<file path="config.mk">
export PLATFORM = sky130hd
export DESIGN_NAME = reset_sequencer
export DESIGN_NICKNAME = d
export VERILOG_FILES = /design/src/rtl/reset_sequencer.sv
export SDC_FILE = /design/constraint.sdc
export NUM_CORES = 1
export LEC_CHECK = 0
export ABC_AREA = 1
export CAP_MARGIN = 20
export CORE_ASPECT_RATIO = 1.1
export CORE_MARGIN = 2
export CORE_UTILIZATION = 45
export CTS_BUF_LIST = sky130_fd_sc_hd__clkbuf_4
export DETAILED_ROUTE_END_ITERATION = 10
export HOLD_SLACK_MARGIN = 0.05
export SYNTH_ARGS = -nofsm -noshare
export SYNTH_HDL_FRONTEND = slang
export SYNTH_SLANG_ARGS = --single-unit
</file>
<file path="constraint.sdc">
create_clock -name clk -period 2.24 [get_ports clk]
set_input_delay 0.448 -clock clk [delete_from_list [all_inputs] [get_ports clk]]
set_output_delay 0.448 -clock clk [all_outputs]
set_load 0.01 [all_outputs]
</file>
<file path="src/rtl/reset_sequencer.sv">
// Multi-channel reset generator: holds all downstream domains in reset, then
// releases them one at a time in ascending channel order with a fixed gap.
module reset_sequencer #(
  parameter int CHANNELS        = 3,
  parameter int CYCLES          = 20,
  parameter int DEBOUNCE_CYCLES = 16
) (
  input  logic                clk,
  input  logic                reset,
  input  logic                ext_reset_req,
  input  logic                soft_reset_req,
  input  logic [CHANNELS-1:0] soft_reset_mask,
  output logic [CHANNELS-1:0] reset_o,
  output logic                all_released,
  output logic                busy,
  output logic [1:0]          state_dbg
);

  localparam int CNT_W = $clog2(CYCLES + 1);
  localparam int DEB_W = $clog2(DEBOUNCE_CYCLES + 1);
  localparam int IDX_W = (CHANNELS > 1) ? $clog2(CHANNELS) : 1;

  typedef enum logic [1:0] {
    HOLD    = 2'd0,
    RELEASE = 2'd1,
    RUN     = 2'd2
  } state_t;

  state_t              state;
  logic [CHANNELS-1:0] pending;
  logic [CNT_W-1:0]    cnt;
  logic [IDX_W-1:0]    idx;

  logic [1:0]          rst_sync;
  logic                rst_n;
  logic                ext_meta;
  logic                ext_sync;
  logic                deb_q;
  logic [DEB_W-1:0]    deb_cnt;
  logic                deb_flip;
  logic                ext_active;

  logic                soft_hit;
  logic [CHANNELS-1:0] pend_soft;
  logic [CHANNELS-1:0] pend_clr;
  logic [CHANNELS-1:0] rel_next;

  function automatic logic [IDX_W-1:0] lowest(input logic [CHANNELS-1:0] v);
    lowest = '0;
    for (int i = CHANNELS - 1; i >= 0; i--) begin
      if (v[i]) lowest = IDX_W'(i);
    end
  endfunction

  // Assertion is immediate through the async clear; release waits two edges.
  always_ff @(posedge clk or negedge reset) begin
    if (!reset) rst_sync <= 2'b00;
    else        rst_sync <= {rst_sync[0], 1'b1};
  end
  assign rst_n = rst_sync[1];

  always_ff @(posedge clk or negedge rst_n) begin
    if (!rst_n) begin
      ext_meta <= 1'b0;
      ext_sync <= 1'b0;
      deb_q    <= 1'b0;
      deb_cnt  <= '0;
    end else begin
      ext_meta <= ext_reset_req;
      ext_sync <= ext_meta;
      if (ext_sync != deb_q) begin
        if (deb_flip) begin
          deb_q   <= ~deb_q;
          deb_cnt <= '0;
        end else begin
          deb_cnt <= deb_cnt + DEB_W'(1);
        end
      end else begin
        deb_cnt <= '0;
      end
    end
  end

  assign deb_flip   = (ext_sync != deb_q) && (deb_cnt == DEB_W'(DEBOUNCE_CYCLES - 1));
  // A rising flip takes effect on the same edge as the debounced level change.
  assign ext_active = deb_q | deb_flip;

  assign soft_hit  = soft_reset_req && (|soft_reset_mask);
  assign pend_soft = pending | soft_reset_mask;
  assign pend_clr  = pending & ~(CHANNELS'(1) << idx);
  assign rel_next  = (cnt == '0) ? pend_clr : pending;

  always_ff @(posedge clk or negedge rst_n) begin
    if (!rst_n) begin
      state        <= HOLD;
      pending      <= '1;
      cnt          <= '0;
      idx          <= '0;
      reset_o      <= '1;
      all_released <= 1'b0;
      busy         <= 1'b1;
    end else if (ext_active) begin
      state        <= HOLD;
      pending      <= '1;
      cnt          <= '0;
      reset_o      <= '1;
      all_released <= 1'b0;
      busy         <= 1'b1;
    end else if (soft_hit) begin
      pending      <= pend_soft;
      reset_o      <= pend_soft;
      all_released <= 1'b0;
      busy         <= 1'b1;
      // The request cycle itself is the first hold cycle.
      if (CYCLES == 1) begin
        state <= RELEASE;
        cnt   <= '0;
        idx   <= lowest(pend_soft);
      end else begin
        state <= HOLD;
        cnt   <= CNT_W'(1);
      end
    end else begin
      case (state)
        HOLD: begin
          if (cnt == CNT_W'(CYCLES - 1)) begin
            cnt <= '0;
            idx <= lowest(pending);
            if (pending == '0) begin
              state        <= RUN;
              all_released <= 1'b1;
              busy         <= 1'b0;
            end else begin
              state <= RELEASE;
            end
          end else begin
            cnt <= cnt + CNT_W'(1);
          end
        end
        RELEASE: begin
          if (cnt == '0) begin
            pending <= pend_clr;
            reset_o <= pend_clr;
          end
          if (rel_next == '0) begin
            state        <= RUN;
            cnt          <= '0;
            all_released <= 1'b1;
            busy         <= 1'b0;
          end else if (cnt == CNT_W'(CYCLES - 1)) begin
            cnt <= '0;
            idx <= lowest(rel_next);
          end else begin
            cnt <= cnt + CNT_W'(1);
          end
        end
        RUN: begin
          busy <= 1'b0;
        end
        default: begin
          state <= HOLD;
          cnt   <= '0;
        end
      endcase
    end
  end

  assign state_dbg = state;

endmodule

</file>
### After elaboration in Yosys (flattened, before gate mapping)

Index checks and enable logic that the tools add are counted.

| word-level totals | value |
|---|---|
| register bits after elaboration | 27 |
| output and inout bits | 7 |
| logic and storage cells | 95 |

| operators by class | value |
|---|---|
| add/subtract/negate cells | 2 |
| equality and inequality tests | 12 |
| shifts and indexed selects | 1 |
| mux-type cells | 43 |
| bitwise logic cells | 7 |
| reduce and logical (&&, ||, !) cells | 18 |

Operators with widths:

| operator | number |
|---|---|
| $mux W5 | 6 |
| $mux W2 | 14 |
| $mux W3 | 8 |
| $pmux W5 S3 | 1 |
| $ne A4 B4 Y1 const B | 3 |
| $add A5 B1 Y5 const B | 2 |
| $mux W1 | 10 |
| $reduce_and A4 Y1 | 2 |
| $logic_not A3 Y1 | 2 |
| $ne A2 B2 Y1 const B | 3 |
| $pmux W2 S3 | 1 |
| $reduce_and A6 Y1 | 1 |
| $reduce_bool A3 Y1 | 2 |
| $eq A5 B4 Y1 const B | 1 |
| $eq A5 B5 Y1 const B | 1 |
| $logic_not A5 Y1 | 1 |
| $reduce_bool A5 Y1 | 1 |
| $pmux W2 S2 | 1 |
| $reduce_and A2 Y1 | 2 |
| $reduce_bool A4 Y1 | 1 |
| $and A3 B3 Y3 | 1 |
| $ne A3 B3 Y1 const B | 1 |
| $not A1 Y1 | 3 |
| $not A3 Y3 | 1 |
| other kinds (13) | 14 |

### Longest topological paths before layout

| logic depth | value |
|---|---|
| word-level depth | 10 |
| mapped depth | 12 |

### Worst setup path after synthesis

OpenSTA, ideal clock, no wires.

| timing path | value |
|---|---|
| path kind | register -> register |
| from | reg cnt[0] |
| to | reg cnt[2] |
| setup time | 0.122 ns |
| data arrival time | 1.394 ns |
| slack | 0.724 ns |
| cell stages (with the launch flop) | 10 |
| buffers on the path | 0 |
| cells stage by stage | dfrtp_1 -> inv_1 -> ha_1 -> inv_1 -> nor2_1 -> nand2_2 -> a21oi_4 -> nand4_1 -> nand2_1 -> o21ai_2 |

| on the way | value |
|---|---|
| cells in the longest elaborated chain, start to end | 7 |
| elaborated cells between the ends (all ways) | 10 |
| classes of those cells | add/sub (1); eq/ne (1); mux (6); reduce/logical (2) |

Ends and longest elaborated chain:

| what | RTL line | text |
|---|---|---|
| start: declaration | 31 | `logic [CNT_W-1:0] cnt;` |
| start signal: assignment | 137 | `cnt <= cnt + CNT_W'(1);` |
| start signal: assignment | 154 | `cnt <= cnt + CNT_W'(1);` |
| branches (longest 4 deep; another with $add A5 B1 Y5) | - |  |
| $pmux W5 S3 (*) | 124 | `case (state)` |
| $mux W5 (*) | 109 | `end else if (soft_hit) begin` |
| $mux W5 (*) | 102 | `end else if (ext_active) begin` |

Every way passes the cells marked *.
A chain may end at the register's enable or synchronous reset.

### Final worst setup path

| timing path | value |
|---|---|
| from | reg reset_o[0] |
| to | out reset_o[0] |

RTL lines:

| what | RTL line | text |
|---|---|---|
| start: declaration | 13 | `output logic [CHANNELS-1:0] reset_o,` |
| start signal: assignment | 111 | `reset_o <= pend_soft;` |
| start signal: assignment | 143 | `reset_o <= pend_clr;` |

No word-level cell between the ends.

==> impl_results.md <==
* Run status: completed
* Routed wire length at between 3000 and 4000 um
* Count of TritonRoute iterations in the first routing pass at 4
* Register clock-pin slew on the reported worst setup and hold paths at 0.16 ns
* Critical path data required time at about 1.8 ns
* Count of distinct cell types in the synthesized netlist at 30
* Remaining routing DRC violations at 0
* Clk sink count at 27
* Max-cap check violation count at 0
* Fill cell total of the finished layout at between 300 and 400
* Global routing met3 resource utilization at 0.0315
* Clock tree root driver cell: sky130_fd_sc_hd__clkbuf_4
* Critical path buffers and inverters at 1
* Cell type of the slowest stage on the worst timing path: sky130_fd_sc_hd__dfstp_2
* Synth Cell Area at ~1500 um2
* Crit Path Max Fanout at 2
* Number of ports placed on the die boundary at 14
* Crit start category: flip-flop
* Arrival time reported for the critical path endpoint at roughly 1.4 ns
* Fraction of final layout cells sized beyond drive strength 1 at 0.200
* Global-route wire length before repair at 5640 um
* Post-CTS Hold Buffers at 0
* Count of synthesis-stage warnings from yosys at 0
* Cts bufs inserted at 3
* Synth-to-layout area growth at 13.7%
* DIE HEIGHT at approximately 65 um
* Gate Count Post-Synth at 182
* Final Slew Violations at 0
* Routability cong. at 0.879
* Initial cell density of the core at 0.463
* Number of global-route vias before repair at approximately 1,300
* Wire per inst at approximately 13 um
* Max stage delay on crit path at 0.56 ns
* Global routing usage on met2 at 0.312
* Syn Nets at between 150 and 200
* Met1 track demand over resource in global routing at 0.252
* Sequential element share of the synthesized area at 0.448
* Die footprint at 3880 um2
* Total count of hold-check failures in the final report at 0
* Std-Cell Core Area at approximately 3300 um2
* Post-detail-place hpwl at 2470 um
* Clock latency reported for the late side of the worst-skew pair at 0.34 ns
* Cell depth of the worst flop-to-flop path at 11
* Final standard cell utilization of the core at 0.527
* Final setup TNS at 0 ns
* Number of stages on the worst setup path at 1
* Power per standard cell area at between 1000 and 1500 nW/um2
* Synth area leaders: sky130_fd_sc_hd__dfrtp_1 (33%), sky130_fd_sc_hd__dfstp_2 (12%), sky130_fd_sc_hd__nand2_1 (9.3%), sky130_fd_sc_hd__nor2_1 (5.2%), sky130_fd_sc_hd__nand3_1 (4.9%)
* Post-layout net count at 211
* Largest clock skew in the final design at slightly above 0.01 ns
* Mean Syn Cell Area at around 8.4 um2
* Largest net degree at the start of global routing at 16
* Post-CTS resize count at 0
* Worst Hold Class: flip-flop to async pin
* Horizontal extent of the die at roughly 60 um
* Count of port buffers added during placement at 13
* Cells traversed along the worst timing path: clkdlybuf4s50_1
* CTS tree: yes
* Unrepaired setup endpoints after global routing: false
* Post CTS Setup Buffer Count at 0
* Via density per instance at between 5 and 6
* Busiest layer in global routing: met2
* Leakage power summed over all cells at about 0.86 nW
* Final worst path period need at 1.88 ns
* Final setup violation count at 0
* Antenna violations before repair at 0
* Type of the worst setup path: flip-flop to output port
* Timing-limited maximum frequency at ~530 MHz
* Crit path capture type: output port
* Post-route clock period utilization at 0.840
* Critical path's top delay family: flip-flops
* Maximum buffer depth of the clock tree at 2
* Synthesis-stage register bit count at 27
* Highest ir drop seen on vdd at between 0.4 and 0.5 mV
* GRT Overall Usage at 0.191
* Number of DRC markers in iteration 0 at 53
* Fraction of synthesized cell area taken by the top area cell type at 0.327
* Number of levels in the clock H-tree at 1
* Number of cell rows at 22
* Antenna-violating nets left at 0
* Cell type with the highest aggregate area in the netlist: sky130_fd_sc_hd__dfrtp_1
* Global route total overflow at 0
* Antenna fix cells at 0
* Routed vias at 1,254
[cell usage after synthesis, drive strengths merged]
cell type	instances
dfstp	7
nand4	7
nor2	25
nand3	18
o22ai	3
a31oi	1
nor3	2
o211ai	1
xor2	4
dfrtp	20
inv	23
nand2	46
conb	1
ha	3
o31ai	1
xnor2	2
o21ai	8
o21bai	1
a21oi	9
[registers in the layout, summed over array words and instances, names as in the netlist]
name and flops:
reset_o 3, rst_sync 2, ext_sync 1, deb_q 1
all_released 1, idx 2, ext_meta 1, pending 3
deb_cnt 5, cnt 5, busy 1, state_dbg 2
[layout by cell type (no fill, tap or decap), types with 3 or more instances in the layout]
master and count:
sky130_fd_sc_hd__clkbuf_4 3, sky130_fd_sc_hd__ha_1 3, sky130_fd_sc_hd__nor2_1 21, sky130_fd_sc_hd__inv_1 18, sky130_fd_sc_hd__nand3_1 15, sky130_fd_sc_hd__inv_2 5, sky130_fd_sc_hd__nand4_1 7, sky130_fd_sc_hd__dfstp_2 7
sky130_fd_sc_hd__nand3_2 3, sky130_fd_sc_hd__xor2_1 4, sky130_fd_sc_hd__clkdlybuf4s50_1 13, sky130_fd_sc_hd__o21ai_2 5, sky130_fd_sc_hd__nand2_4 3, sky130_fd_sc_hd__nand2_1 38, sky130_fd_sc_hd__a21oi_1 6, sky130_fd_sc_hd__dfrtp_1 20
sky130_fd_sc_hd__o22ai_1 3, sky130_fd_sc_hd__nand2_2 5
[through the flow]
stage / instances / total power [W] / hold slack [ns] / setup WS, ns / instance area, um2
after global routing: 236 / 0.00200 / 0.236 / 0.268 / 1740
after CTS: 236 / 0.00185 / 0.221 / 0.361 / 1740
final: 236 / 0.00185 / 0.193 / 0.358 / 1740
after global placement: 232 / 0.00162 / 0.201 / 0.442 / 1710
after floorplan: 182 / 0.00136 / 0.152 / 0.724 / 1530
after detailed placement: 232 / 0.00163 / 0.213 / 0.386 / 1710
[report_power, final]
group / switching [W] / internal, W
Combinational: 0.000504 / 0.000337
Clock: 0.000156 / 0.0000674
Sequential: 0.000130 / 0.000651
[layout make-up]
type / count / area [um2] / share of cell area
Multi-Input combinational cell: 132 / 758 / 0.436
Timing Repair Buffer: 14 / 138 / 0.0791
Clock buffer: 3 / 22.5 / 0.0129
Sequential cell: 27 / 684 / 0.394
Clock inverter: 1 / 5.00 / 0.00288
Tap cell: 36 / 45.0 / 0.0259
Inverter: 23 / 86.3 / 0.0496
[worst paths after layout]
path / start / to / slack [ns]
max in group asynchronous: rst_sync[1]$_DFF_PN0_ / pending[2]$_DFFE_PN1P_ / 1.40
hold / removal: rst_sync[1]$_DFF_PN0_ / cnt[4]$_DFFE_PN0N_ / 0.19
min in group clk: ext_meta$_DFF_PN0_ / ext_sync$_DFF_PN0_ / 0.37
hold reg to reg: rst_sync[1]$_DFF_PN0_ / cnt[4]$_DFFE_PN0N_ / 0.19
setup / recovery: reset_o[0]$_DFFE_PN1P_ / reset_o[0] / 0.36
setup reg to reg: cnt[0]$_DFFE_PN0N_ / cnt[0]$_DFFE_PN0N_ / 0.45
[layer usage]
layer,vias up,share of wire,routed length (um)
met1,587,0.46,1460
li1,630,-,-
met5,-,0,0
met3,8,0.030,93
met2,29,0.49,1530
met4,0,0.021,65
[cell families (layout without fill, tap and decap cells)]
logic type | Yosys count | in the layout | synth area share
compound gates | 24 | 24 | 0.111
xor+xnor | 6 | 6 | 0.0344
fa+ha+maj | 3 | 3 | 0.0246
buf+inv | 23 | 41 | 0.0565
flops | 27 | 27 | 0.448
other cells | 1 | 1 | 0.00245
simple gates | 98 | 98 | 0.323
Power figures use the tool's default switching activity.
